$ cat config.mk
export PLATFORM = sky130hd
export DESIGN_NAME = mgmt_burst_bridge_flat
export DESIGN_NICKNAME = d
export VERILOG_FILES = /design/src/rtl/mgmt_burst_bridge_if.sv /design/src/rtl/mgmt_burst_bridge.sv /design/src/flat_wrapper.sv
export SDC_FILE = /design/constraint.sdc
export NUM_CORES = 1
export LEC_CHECK = 0
export CORE_ASPECT_RATIO = 1.2
export CORE_MARGIN = 2
export CORE_UTILIZATION = 44
export CTS_BUF_LIST = sky130_fd_sc_hd__clkbuf_8
export DETAILED_ROUTE_END_ITERATION = 10
export GPL_TIMING_DRIVEN = 0
export HOLD_SLACK_MARGIN = 0.15
export PLACE_DENSITY = 0.68
export SLEW_MARGIN = 10
export SYNTH_ARGS = -nofsm -noshare
export SYNTH_HDL_FRONTEND = slang
export SYNTH_SLANG_ARGS = --single-unit
$ cat constraint.sdc
create_clock -name clk_sys -period 8.82 [get_ports clk_sys]
set_clock_uncertainty 0.15 [all_clocks]
set_input_delay 2.646 -clock clk_sys [delete_from_list [all_inputs] [get_ports clk_sys]]
set_output_delay 2.646 -clock clk_sys [all_outputs]
set_load 0.1 [all_outputs]
$ cat src/rtl/mgmt_burst_bridge_if.sv
// Host-side command/data bus and Avalon-MM master bus used by mgmt_burst_bridge.
// The bridge takes the slave end of the host bus and the master end of the Avalon bus.
interface mgmt_host_if #(
    parameter int DW = 32,
    parameter int AW = 32,
    parameter int LW = 4
);
    logic [AW-1:0] host_addr;
    logic [LW-1:0] host_len;
    logic          host_rd;
    logic          host_wr;
    logic [DW-1:0] host_wdata;
    logic          host_wvalid;
    logic [DW-1:0] host_rdata;
    logic          host_rvalid;
    logic          host_wait;
    logic          host_err;

    modport master (
        output host_addr, host_len, host_rd, host_wr, host_wdata, host_wvalid,
        input  host_rdata, host_rvalid, host_wait, host_err
    );
    modport slave (
        input  host_addr, host_len, host_rd, host_wr, host_wdata, host_wvalid,
        output host_rdata, host_rvalid, host_wait, host_err
    );
endinterface

interface avmm_if #(
    parameter int DW = 32,
    parameter int AW = 32,
    parameter int LW = 4
);
    logic [AW-1:0]   avm_address;
    logic            avm_read;
    logic            avm_write;
    logic [DW-1:0]   avm_writedata;
    logic [DW/8-1:0] avm_byteenable;
    logic [LW-1:0]   avm_burstcount;
    logic            avm_waitrequest;
    logic [DW-1:0]   avm_readdata;
    logic            avm_readdatavalid;

    modport master (
        output avm_address, avm_read, avm_write, avm_writedata, avm_byteenable, avm_burstcount,
        input  avm_waitrequest, avm_readdata, avm_readdatavalid
    );
    modport slave (
        input  avm_address, avm_read, avm_write, avm_writedata, avm_byteenable, avm_burstcount,
        output avm_waitrequest, avm_readdata, avm_readdatavalid
    );
endinterface

$ cat src/rtl/mgmt_burst_bridge.sv
// Turns host read/write commands into Avalon-MM bursts; write data is staged in a
// local buffer first so the Avalon burst never waits on the host.
module mgmt_burst_bridge #(
    parameter int DW        = 32,
    parameter int AW        = 32,
    parameter int MAX_BURST = 8,
    parameter int TIMEOUT   = 65535
) (
    input  logic         clk_sys,
    input  logic         reset,
    mgmt_host_if.slave   host,
    avmm_if.master       avm
);
    localparam int LW = $clog2(MAX_BURST) + 1;
    localparam int IW = (MAX_BURST > 1) ? $clog2(MAX_BURST) : 1;
    localparam int TW = $clog2(TIMEOUT + 1);

    typedef enum logic [2:0] {IDLE, RD_REQ, RD_DATA, WR_FILL, WR_BURST, DONE} state_t;

    state_t        state_q, state_d;
    logic [AW-1:0] addr_q, addr_d;
    logic [LW-1:0] len_q, len_d;
    logic [LW-1:0] cnt_q, cnt_d;
    logic [TW-1:0] to_q, to_d;
    logic          err_q, err_d;
    logic          rvalid_q, rvalid_d;
    logic [DW-1:0] rdata_q, rdata_d;
    logic [DW-1:0] buf_mem [MAX_BURST];
    logic          buf_we;

    logic [LW-1:0] cnt_inc;
    logic          len_ok, active, progress, timed_out;
    logic          req_acc, rd_beat, wr_beat, fill_beat;

    // cnt_q is LW bits wide so a full MAX_BURST count never aliases to zero
    assign cnt_inc   = cnt_q + 1'b1;
    assign len_ok    = (host.host_len != '0) && (host.host_len <= LW'(MAX_BURST));
    assign req_acc   = (state_q == RD_REQ)   && !avm.avm_waitrequest;
    assign rd_beat   = (state_q == RD_DATA)  && avm.avm_readdatavalid;
    assign wr_beat   = (state_q == WR_BURST) && !avm.avm_waitrequest;
    assign fill_beat = (state_q == WR_FILL)  && host.host_wvalid;
    assign progress  = req_acc | rd_beat | wr_beat | fill_beat;
    assign active    = (state_q == RD_REQ) || (state_q == RD_DATA) ||
                       (state_q == WR_FILL) || (state_q == WR_BURST);
    assign timed_out = active && !progress && (to_q == TW'(TIMEOUT - 1));

    always_comb begin
        state_d  = state_q;
        addr_d   = addr_q;
        len_d    = len_q;
        cnt_d    = cnt_q;
        err_d    = err_q;
        rvalid_d = 1'b0;
        rdata_d  = rdata_q;
        buf_we   = 1'b0;
        to_d     = '0;

        case (state_q)
            IDLE: begin
                if (host.host_rd || host.host_wr) begin
                    addr_d = host.host_addr;
                    len_d  = host.host_len;
                    cnt_d  = '0;
                    err_d  = !len_ok;
                    if (!len_ok)          state_d = DONE;
                    else if (host.host_rd) state_d = RD_REQ;
                    else                   state_d = WR_FILL;
                end
            end
            RD_REQ: begin
                if (req_acc) state_d = RD_DATA;
            end
            RD_DATA: begin
                if (rd_beat) begin
                    rdata_d  = avm.avm_readdata;
                    rvalid_d = 1'b1;
                    cnt_d    = cnt_inc;
                    if (cnt_inc == len_q) state_d = DONE;
                end
            end
            WR_FILL: begin
                if (fill_beat) begin
                    buf_we = 1'b1;
                    cnt_d  = cnt_inc;
                    if (cnt_inc == len_q) begin
                        state_d = WR_BURST;
                        cnt_d   = '0;
                    end
                end
            end
            WR_BURST: begin
                if (wr_beat) begin
                    cnt_d = cnt_inc;
                    if (cnt_inc == len_q) state_d = DONE;
                end
            end
            DONE:    state_d = IDLE;
            default: state_d = IDLE;
        endcase

        if (timed_out) begin
            state_d = DONE;
            err_d   = 1'b1;
        end

        // Watchdog restarts on every state change and every unit of bus/host progress
        if (active && !progress && (state_d == state_q))
            to_d = to_q + 1'b1;
    end

    always_ff @(posedge clk_sys or posedge reset) begin
        if (reset) begin
            state_q  <= IDLE;
            addr_q   <= '0;
            len_q    <= '0;
            cnt_q    <= '0;
            to_q     <= '0;
            err_q    <= 1'b0;
            rvalid_q <= 1'b0;
            rdata_q  <= '0;
        end else begin
            state_q  <= state_d;
            addr_q   <= addr_d;
            len_q    <= len_d;
            cnt_q    <= cnt_d;
            to_q     <= to_d;
            err_q    <= err_d;
            rvalid_q <= rvalid_d;
            rdata_q  <= rdata_d;
        end
    end

    always_ff @(posedge clk_sys) begin
        if (buf_we) buf_mem[cnt_q[IW-1:0]] <= host.host_wdata;
    end

    // Bus outputs decode straight from state so an asynchronous reset clears them at once
    logic req_rd, req_wr, req_any;
    assign req_rd  = (state_q == RD_REQ);
    assign req_wr  = (state_q == WR_BURST);
    assign req_any = req_rd | req_wr;

    assign avm.avm_read       = req_rd;
    assign avm.avm_write      = req_wr;
    assign avm.avm_address    = req_any ? addr_q : '0;
    assign avm.avm_burstcount = req_any ? len_q : '0;
    assign avm.avm_byteenable = req_any ? '1 : '0;
    assign avm.avm_writedata  = req_wr ? buf_mem[cnt_q[IW-1:0]] : '0;

    assign host.host_rdata  = rdata_q;
    assign host.host_rvalid = rvalid_q;
    assign host.host_wait   = (state_q != IDLE);
    assign host.host_err    = err_q;
endmodule

$ cat src/flat_wrapper.sv
// flat-port wrapper written by rule: the top's interface ports become plain ports
module mgmt_burst_bridge_flat 
#(
    parameter int DW        = 32,
    parameter int AW        = 32,
    parameter int MAX_BURST = 8,
    parameter int TIMEOUT   = 65535
)
  (clk_sys, reset, host_host_addr, host_host_len, host_host_rd, host_host_wr, host_host_wdata, host_host_wvalid, host_host_rdata, host_host_rvalid, host_host_wait, host_host_err, avm_avm_address, avm_avm_read, avm_avm_write, avm_avm_writedata, avm_avm_byteenable, avm_avm_burstcount, avm_avm_waitrequest, avm_avm_readdata, avm_avm_readdatavalid);
  mgmt_host_if #(.DW(DW), .AW(AW), .LW((4))) host_i ();
  avmm_if #(.DW(DW), .AW(AW), .LW((4))) avm_i ();
  input  logic clk_sys;
  input  logic reset;
  input wire logic [$bits(host_i.host_addr)-1:0] host_host_addr;
  input wire logic [$bits(host_i.host_len)-1:0] host_host_len;
  input wire logic [$bits(host_i.host_rd)-1:0] host_host_rd;
  input wire logic [$bits(host_i.host_wr)-1:0] host_host_wr;
  input wire logic [$bits(host_i.host_wdata)-1:0] host_host_wdata;
  input wire logic [$bits(host_i.host_wvalid)-1:0] host_host_wvalid;
  output wire logic [$bits(host_i.host_rdata)-1:0] host_host_rdata;
  output wire logic [$bits(host_i.host_rvalid)-1:0] host_host_rvalid;
  output wire logic [$bits(host_i.host_wait)-1:0] host_host_wait;
  output wire logic [$bits(host_i.host_err)-1:0] host_host_err;
  output wire logic [$bits(avm_i.avm_address)-1:0] avm_avm_address;
  output wire logic [$bits(avm_i.avm_read)-1:0] avm_avm_read;
  output wire logic [$bits(avm_i.avm_write)-1:0] avm_avm_write;
  output wire logic [$bits(avm_i.avm_writedata)-1:0] avm_avm_writedata;
  output wire logic [$bits(avm_i.avm_byteenable)-1:0] avm_avm_byteenable;
  output wire logic [$bits(avm_i.avm_burstcount)-1:0] avm_avm_burstcount;
  input wire logic [$bits(avm_i.avm_waitrequest)-1:0] avm_avm_waitrequest;
  input wire logic [$bits(avm_i.avm_readdata)-1:0] avm_avm_readdata;
  input wire logic [$bits(avm_i.avm_readdatavalid)-1:0] avm_avm_readdatavalid;
  assign host_i.host_addr = host_host_addr;
  assign host_i.host_len = host_host_len;
  assign host_i.host_rd = host_host_rd;
  assign host_i.host_wr = host_host_wr;
  assign host_i.host_wdata = host_host_wdata;
  assign host_i.host_wvalid = host_host_wvalid;
  assign host_host_rdata = host_i.host_rdata;
  assign host_host_rvalid = host_i.host_rvalid;
  assign host_host_wait = host_i.host_wait;
  assign host_host_err = host_i.host_err;
  assign avm_avm_address = avm_i.avm_address;
  assign avm_avm_read = avm_i.avm_read;
  assign avm_avm_write = avm_i.avm_write;
  assign avm_avm_writedata = avm_i.avm_writedata;
  assign avm_avm_byteenable = avm_i.avm_byteenable;
  assign avm_avm_burstcount = avm_i.avm_burstcount;
  assign avm_i.avm_waitrequest = avm_avm_waitrequest;
  assign avm_i.avm_readdata = avm_avm_readdata;
  assign avm_i.avm_readdatavalid = avm_avm_readdatavalid;
  mgmt_burst_bridge #(.DW(DW), .AW(AW), .MAX_BURST(MAX_BURST), .TIMEOUT(TIMEOUT)) u_core (.clk_sys(clk_sys), .reset(reset), .host(host_i), .avm(avm_i));
endmodule
-- After elaboration in Yosys (flattened, before gate mapping)
Memory sizes are Yosys's and may differ from the RTL's.
Cells that the tools add are included.
- register bits after elaboration: 93
- memory bits (writable): 256
- input port bits: 107
- output and inout bits: 109
- word-level logic and storage cells: 83
- memories kept: 1
- memory list (memory ; words ; bits a word ; read ports ; clocked after memory_dff ; write ports ; RTL line ; RTL):
    u_core.buf_mem ; 8 ; 32 ; 1 ; 0 ; 1 ; mgmt_burst_bridge.sv:28 ; logic [DW-1:0] buf_mem [MAX_BURST];
- add/subtract/negate cells: 2
- magnitude comparators: 1
- equal/unequal tests: 11
- muxes and demuxes: 31
- bitwise operators: 4
- reductions and logical operators: 25
- operators by type and width (kind ; number):
    two-way mux 32 bit ; 2
    two-way mux 4 bit ; 7
    two-way mux 3 bit ; 9
    adder 16 x 1 -> 16 bit (second input constant) ; 1
    == test 16 bit (second input constant) ; 1
    two-way mux 16 bit ; 1
    case mux 4 bit (4 select lines) ; 1
    case mux 3 bit (5 select lines) ; 1
    two-way mux 1 bit ; 9
    logical AND 1 bit ; 8
    inequality test 2 x 1 -> 1 bit (second input constant) ; 4
    nonzero test 4 bit ; 2
    == test 3 x 2 -> 1 bit (second input constant) ; 2
    AND reduction 2 bit ; 3
    AND reduction 5 bit ; 1
    adder 4 x 1 -> 4 bit (second input constant) ; 1
    == test 4 bit ; 1
    less-or-equal comparator 4 bit (second input constant) ; 1
    logical OR 1 bit ; 4
    bitwise OR 1 bit ; 4
    nonzero test 2 bit ; 2
    == test 3 x 1 -> 1 bit (second input constant) ; 1
    == test 3 bit ; 1
    == test 3 bit (second input constant) ; 1
    other kinds (4) ; 6

-- Depth between registers and ports, before layout
Gate-level depths: netlist of run 1.
- word-level depth: 12
- mapped depth: 9

-- Worst setup path before layout of run 1
OpenSTA, ideal clock, no wires.
- path kind: input to register
- from: input port host_host_wvalid
- to: memory u_core.buf_mem[0][0], enable pin
- setup time: 0.502 ns
- data arrival time: 5.938 ns
- required time: 8.168 ns
- setup slack: 2.230 ns
- stages on the path: 2
- cells stage by stage: nand3_1 -> nor4_1
- longest elaborated chain between the ends: 5
- RTL lines (item ; RTL line ; RTL):
    start, declared ; flat_wrapper.sv:19 ; input wire logic [$bits(host_i.host_wvalid)-1:0] host_host_wvalid;
    logical AND 1 bit ; mgmt_burst_bridge.sv:41 ; assign fill_beat = (state_q == WR_FILL) && host.host_wvalid;
    two-way mux 1 bit ; mgmt_burst_bridge.sv:82 ; if (fill_beat) begin
    two-way mux 1 bit ; mgmt_burst_bridge.sv:58 ; case (state_q)
    two-way mux 1 bit ; mgmt_burst_bridge.sv:134 ; if (buf_we) buf_mem[cnt_q[IW-1:0]] <= host.host_wdata;
    two-way mux 1 bit (implied by the code) ; mgmt_burst_bridge.sv:134 ;
    end, declared ; mgmt_burst_bridge.sv:28 ;
No other way between the ends.

-- Worst setup path in the final report of run 1
- from: register u_core.cnt_q[0]
- to: output port avm_avm_writedata[4]
- longest elaborated chain between the ends: 2
- RTL lines (item ; RTL line ; RTL):
    start, declared ; mgmt_burst_bridge.sv:23 ; logic [LW-1:0] cnt_q, cnt_d;
    start signal, assigned ; mgmt_burst_bridge.sv:125 ; cnt_q <= cnt_d;
    memory read (8 x 32 bit) ; n/a ;
    two-way mux 32 bit ; mgmt_burst_bridge.sv:148 ; assign avm.avm_writedata = req_wr ? buf_mem[cnt_q[IW-1:0]] : '0;
    end, declared ; flat_wrapper.sv:27 ; output wire logic [$bits(avm_i.avm_writedata)-1:0] avm_avm_writedata;
No other way between the ends.

==> flow_summary.json, run 1 <==
{
  "hold_buffers": 0,
  "synth_top_cell_area_share": 0.565,
  "startpoint_type": "register",
  "cap_violations": 0,
  "cts.root.buffer_cell": "clkbuf_8",
  "syn_to_final_growth_pct": 28.9,
  "clock_latency_ns": 0.57,
  "cts_setup_buffers": 0,
  "gp_congestion": 0.774,
  "clock_sinks": 349,
  "finalSetupTns_ns": 0,
  "power_density_nw_per_um2": 332,
  "rsz0062_at_grt": "no",
  "use_met3": 0.0501,
  "wire_per_inst_um": 22.9,
  "placement.io_buffers": 215,
  "syn-cell-area_sq_um": 13600,
  "whs_path_depth": 1,
  "worst_ep_arrival_time_ns": 4.24,
  "antenna_found_initial": 1,
  "relSlewSlack": 0.318,
  "hold_viol": 0,
  "grt_use_met2": 0.369,
  "timing.final.crit_period_ns": 7.04,
  "clockBufferDepth": 3,
  "grt_pass1_vias": 8684,
  "ys_ff_latch": 349,
  "tightest_slew_ns": 1.02,
  "synthesis.nets": 926,
  "crit_fanout": 10,
  "use_met1": 0.263,
  "num_vias": 8531,
  "ys_top_cells_by_area": "edfxtp_1, dfrtp_1, mux2_2, a22oi_1, a22o_1",
  "clk_pin_slew_ns": 0.06,
  "ys_async_sr_fraction": 0.266,
  "min_path_type": "reg2reg",
  "vias_per_cell": 5.54,
  "antenna_left": 0,
  "max_freq_mhz": 142,
  "cts_tree": "done",
  "cp.required_ns": 6.02,
  "dieArea_sq_um": 32300,
  "top_usage_layer": "met2",
  "vdd_drop_max_mv": 0.302,
  "fin_cells": 1541,
  "cp-end-kind": "primary output",
  "num-nets-final": 1213,
  "synth_cell_types": 51,
  "coreArea_sq_um": 30500,
  "cts_buffers": 53,
  "outcome": "complete, no violations",
  "synthFlopType": "edfxtp_1",
  "avgSynthCellArea_sq_um": 16.7,
  "rows": 70,
  "drc": 0,
  "pin_count": 216,
  "cts-htree-levels": 2,
  "setup_viol": 0,
  "die_w_um": 164,
  "start_util": 0.446,
  "grt_pass1_wl_um": 51500,
  "fill_cells": 2415,
  "r2r_slack_ns": 5.50,
  "chipHeight_um": 197,
  "dr.pass1.iters": 5,
  "r2r-end": "u_core.buf_mem[0][28]$_DFFE_PP_",
  "place_inst": 1444,
  "drv_slew": 0,
  "track_usage": 0.214,
  "cts_resized": 0,
  "whs_endpoint": "u_core.addr_q[5]$_DFFE_PP0P_",
  "ys_seq_area_frac": 0.737,
  "fin_crit_sh": 0.798,
  "crit_type": "reg2out",
  "first_iter_violations": 689,
  "yosys_warnings": 0,
  "grt_overflow": 0,
  "ff2ff_path_depth": 8,
  "mostFrequentLayoutCells": "edfxtp_1, clkdlybuf4s50_1, dfrtp_1",
  "holdCritStartpoint": "u_core.addr_q[5]$_DFFE_PP0P_",
  "layout-drive-gt1-share": 0.188,
  "synth-edff-count": 256,
  "grt_max_degree": 60,
  "startpoint": "u_core.cnt_q[0]$_DFFE_PP0P_",
  "p_leak_nw": 6.19,
  "dp_hpwl_um": 22900,
  "worstReg2RegStart": "u_core.state_q[1]$_DFF_PP0_",
  "yosysTopAreaCell": "edfxtp_1",
  "syn_inst": 816,
  "wirelength_um": 35300,
  "final_common_cell": "edfxtp_1"
}
-- cells by family (layout without fill, tap and decap cells) --
kind of cell               Yosys count  after routing  share of synthesized area
and+or+nand+nor                    127            127                     0.0597
buffers and inverters               61            389                     0.0246
muxes                               70             70                     0.0579
other                                0              1                          0
DFF                                349            349                      0.737
AOI/OAI and AO/OA                  184            184                      0.103
adders and majority gates            3              3                    0.00276
xor gates and xnor gates            22             22                     0.0152
-- cells in the mapped netlist, types with 10 or more instances --
master	instances
a22oi_1	64
and2_1	39
dfrtp_1	93
mux2_2	69
buf_4	11
xor2_1	15
clkbuf_1	16
a221oi_1	32
buf_2	21
nor2_1	14
nor3_2	11
nand2_1	10
a22o_1	34
edfxtp_1	256
a31oi_1	33
-- worst max-delay path, cell delays in order, from the launching register on --
cell             delay (ns)
dfrtp_1                0.41
buf_4                  0.20
nor3_2                 0.47
buf_2                  0.42
buf_2                  0.45
a22oi_1                0.12
a31oi_1                0.38
clkdlybuf4s50_1        1.21
-- routing by layer --
metal	routed length [um]	vias to the layer above
li1	-	3818
met1	13600	4190
met2	17100	436
met3	3350	87
met4	1280	0
met5	0	-
-- report_power, final --
group	switching, mW	total, mW	internal [mW]	leakage, nW
logic	1.66	2.37	0.710	2.15
clock network	0.608	1.23	0.625	0.586
registers	0.127	2.21	2.08	3.45
-- state kept, by name, indices dropped and copies added, names as in the netlist --
signal and cells:
u_core.host.host_rdata 32, u_core.host.host_err 1, u_core.len_q 4, u_core.to_q 16
u_core.addr_q 32, u_core.state_q 3, u_core.cnt_q 4, u_core.host.host_rvalid 1
u_core.buf_mem 256
-- worst max path at each step --
stage	depth (start not counted)	slack, ns	end
global placement	3	-1.49	u_core.buf_mem[0][20]$_DFFE_PP_
CTS	7	1.78	avm_avm_writedata[3]
global route	7	1.63	avm_avm_writedata[3]
detailed placement	7	2.40	avm_avm_writedata[3]
floorplan	2	2.23	u_core.buf_mem[0][0]$_DFFE_PP_
finish	7	1.78	avm_avm_writedata[4]
-- cell type report --
cell class / count / area [sq um] / area share
tap: 396 / 495 / 0.0283
buffer: 53 / 304 / 0.0173
clock inverter: 39 / 191 / 0.0109
timing repair buffer: 232 / 2400 / 0.137
multi-input combinational: 406 / 3300 / 0.188
antenna: 1 / 2.50 / 0.000143
clock buffer: 57 / 785 / 0.0448
sequential: 349 / 10000 / 0.571
inverter: 8 / 32.5 / 0.00186
-- through the flow --
stage / setup slack [ns] / hold WS (ns) / cell area [sq um] / utilization / total power, mW
after global placement: -1.49 / 0.330 / 16200 / 0.533 / 4.55
after floorplan: 2.23 / 0.322 / 13600 / - / 3.91
after global routing: 1.63 / 0.359 / 17500 / 0.575 / 6.05
after detailed placement: 2.40 / 0.337 / 16600 / 0.543 / 4.62
final: 1.78 / 0.345 / 17500 / 0.575 / 5.81
after CTS: 1.78 / 0.350 / 17500 / 0.575 / 5.85
No activity file was read; power rests on OpenSTA's default activity.
==> run 2, diff against run 1 <==
PLACE_DENSITY = 0.7   (was 0.68)
clock period = 6.3 ns   (was 8.82 ns; I/O delays follow)
==> run 2 against run 1 <==
Compared with the run above: utilization is 0.49 points higher; global-route usage is 0.27 points higher; first-iteration DRC count is 5.4% lower; routed wire length is 0.63% lower; sequential power is 40% higher; non-clock buffer count is 1 lower; cell count is 0.19% higher; count of clock-buffer cells in the layout is 2 higher; hold slack worse by 0.00085 ns; sequential cell count stayed put; clock power is 54% higher; critical endpoint is now avm_avm_writedata[23]; largest cell class unchanged; highest routed layer is now met5.
==> flow_summary.json, run 2 (same netlist as run 1, synthesis figures left out) <==
{
  "fin_cells": 1544,
  "cp-end-kind": "primary output",
  "grt_pass1_vias": 8553,
  "num-nets-final": 1213,
  "hold_viol": 0,
  "dieArea_sq_um": 32300,
  "rsz0062_at_grt": "no",
  "swShare": 0.408,
  "path_buf_inv": 4,
  "startpoint_type": "register",
  "clockPowerShare": 0.228,
  "wirelength_um": 35100,
  "min_path_type": "reg2reg",
  "drv_slew": 0,
  "dp_hpwl_um": 22900,
  "top_usage_layer": "met2",
  "cts_tree": "done",
  "cap_violations": 0,
  "layout-drive-gt1-share": 0.195,
  "drc": 0,
  "vdd_drop_max_mv": 0.534,
  "tightest_slew_ns": 1.06,
  "crit_family": "buffers and inverters",
  "use_met3": 0.0507,
  "wire_per_inst_um": 22.7,
  "crit_fanout": 10,
  "ff2ff_path_depth": 8,
  "grt_use_met2": 0.365,
  "pin_count": 216,
  "start_util": 0.446,
  "critPathSlowestCell": "clkdlybuf4s50_1",
  "grt_max_degree": 54,
  "place_inst": 1443,
  "antenna_cells": 0,
  "fill_cells": 2411,
  "mostFrequentLayoutCells": "edfxtp_1, clkdlybuf4s50_1, dfrtp_1",
  "rows": 70,
  "final_common_cell": "edfxtp_1",
  "timing.final.crit_period_ns": 6.18,
  "relSlewSlack": 0.295,
  "antenna_found_initial": 1,
  "cp.required_ns": 4.26,
  "coreArea_sq_um": 30500,
  "cts_buffers": 54,
  "crit_type": "reg2out",
  "largest_reg_flops": 256,
  "total_power_mw": 8.28,
  "num_vias": 8519,
  "dr.pass1.iters": 5,
  "worst-path-stages": 7,
  "power_switching_mw": 3.38,
  "outcome": "complete, no violations",
  "power_density_nw_per_um2": 468,
  "share_comb_of_total_power": 0.399,
  "track_usage": 0.217,
  "fin_crit_sh": 0.981,
  "chipHeight_um": 197,
  "crit_path_cell_trace": "buf_2, and3b_1, buf_2, clkbuf_1, a221oi_1, a31oi_1, clkdlybuf4s50_1",
  "worst_ep_arrival_time_ns": 4.14,
  "p_leak_nw": 6.52,
  "grt_pass1_wl_um": 52400,
  "cts.root.buffer_cell": "clkbuf_8",
  "clock_latency_ns": 0.61,
  "clk_pin_slew_ns": 0.07,
  "die_w_um": 164,
  "syn_to_final_growth_pct": 30.0,
  "antenna_left": 0,
  "pwr-share-seq": 0.373,
  "clock_sinks": 349,
  "cts_setup_buffers": 0,
  "first_iter_violations": 652,
  "grt_overflow": 0,
  "cp_slowest_stage_delay_ns": 1.19,
  "critPathMostFrequentCell": "buf_2",
  "setup_viol": 0,
  "placement.io_buffers": 215,
  "hold_buffers": 0,
  "use_met1": 0.274,
  "clockBufferDepth": 3,
  "vias_per_cell": 5.52,
  "p_int_mw": 4.91,
  "whs_path_depth": 1,
  "cts-htree-levels": 2,
  "max_freq_mhz": 162,
  "gp_congestion": 0.805
}
-- run 2: cell count changes in the layout (fill, tap and decap cells not counted) --
cell / change
dlymetal6s2s_1: +16
clkdlybuf4s50_1: -16
bufinv_16: +2
clkbuf_8: +2
clkinv_2: +5
inv_1: -7
buf_2: +1
inv_12: +1
buf_6: +3
buf_4: -5
clkinv_1: +2
diode_2: -1
-- run 2: per-layer routing --
metal | share of wire | wire length [um]
met4 | 0.028 | 975
met1 | 0.39 | 13500
met5 | 0.00037 | 13
met2 | 0.49 | 17300
met3 | 0.093 | 3250
-- run 2: area by class of cell --
class | instances | area, sq um | area share
flip-flops and latches | 349 | 10000 | 0.566
repair buffers | 231 | 2440 | 0.138
clock inverters | 42 | 274 | 0.0155
multi-input cells | 406 | 3300 | 0.187
inverters | 8 | 32.5 | 0.00184
well taps | 396 | 495 | 0.0280
plain buffers | 53 | 304 | 0.0172
clock buffers | 59 | 812 | 0.0459
-- run 2: metrics by stage --
step                setup WS (ns)  area (sq um)  TNS (ns)  hold slack [ns]  utilization
floorplan                   0.466         13600         0            0.322            -
global placement            -3.19         16200   -151.02            0.330        0.533
detailed placement          0.663         16600         0            0.337        0.543
CTS                       0.00675         17600         0            0.351        0.579
global route               0.0150         17700         0            0.357        0.580
finish                      0.121         17700         0            0.344        0.580
-- run 2: final timing paths --
path / start / endpoint / slack [ns]
hold / removal: u_core.addr_q[16]$_DFFE_PP0P_ / u_core.addr_q[16]$_DFFE_PP0P_ / 0.34
setup / recovery: u_core.cnt_q[1]$_DFFE_PP0P_ / avm_avm_writedata[23] / 0.12
max in group asynchronous: reset / u_core.addr_q[17]$_DFFE_PP0P_ / 3.72
setup reg to reg: u_core.state_q[1]$_DFF_PP0_ / u_core.buf_mem[0][20]$_DFFE_PP_ / 2.61
hold reg to reg: u_core.addr_q[16]$_DFFE_PP0P_ / u_core.addr_q[16]$_DFFE_PP0P_ / 0.34
min in group asynchronous: reset / u_core.addr_q[9]$_DFFE_PP0P_ / 1.59
-- run 2: timing repair --
item                       CTS  global route
resized for setup            0            16
hold endpoints to repair     0             0
setup endpoints to repair    0            16
-- run 2: power by group through the flow --
stage | logic, mW | registers [mW] | clock network [mW]
after floorplan | 1.57 | 3.91 | 0
after global placement | 3.20 | 3.15 | 0
after detailed placement | 3.30 | 3.14 | 0
after CTS | 3.31 | 3.10 | 1.92
after global routing | 3.46 | 3.14 | 2.03
final | 3.30 | 3.09 | 1.89
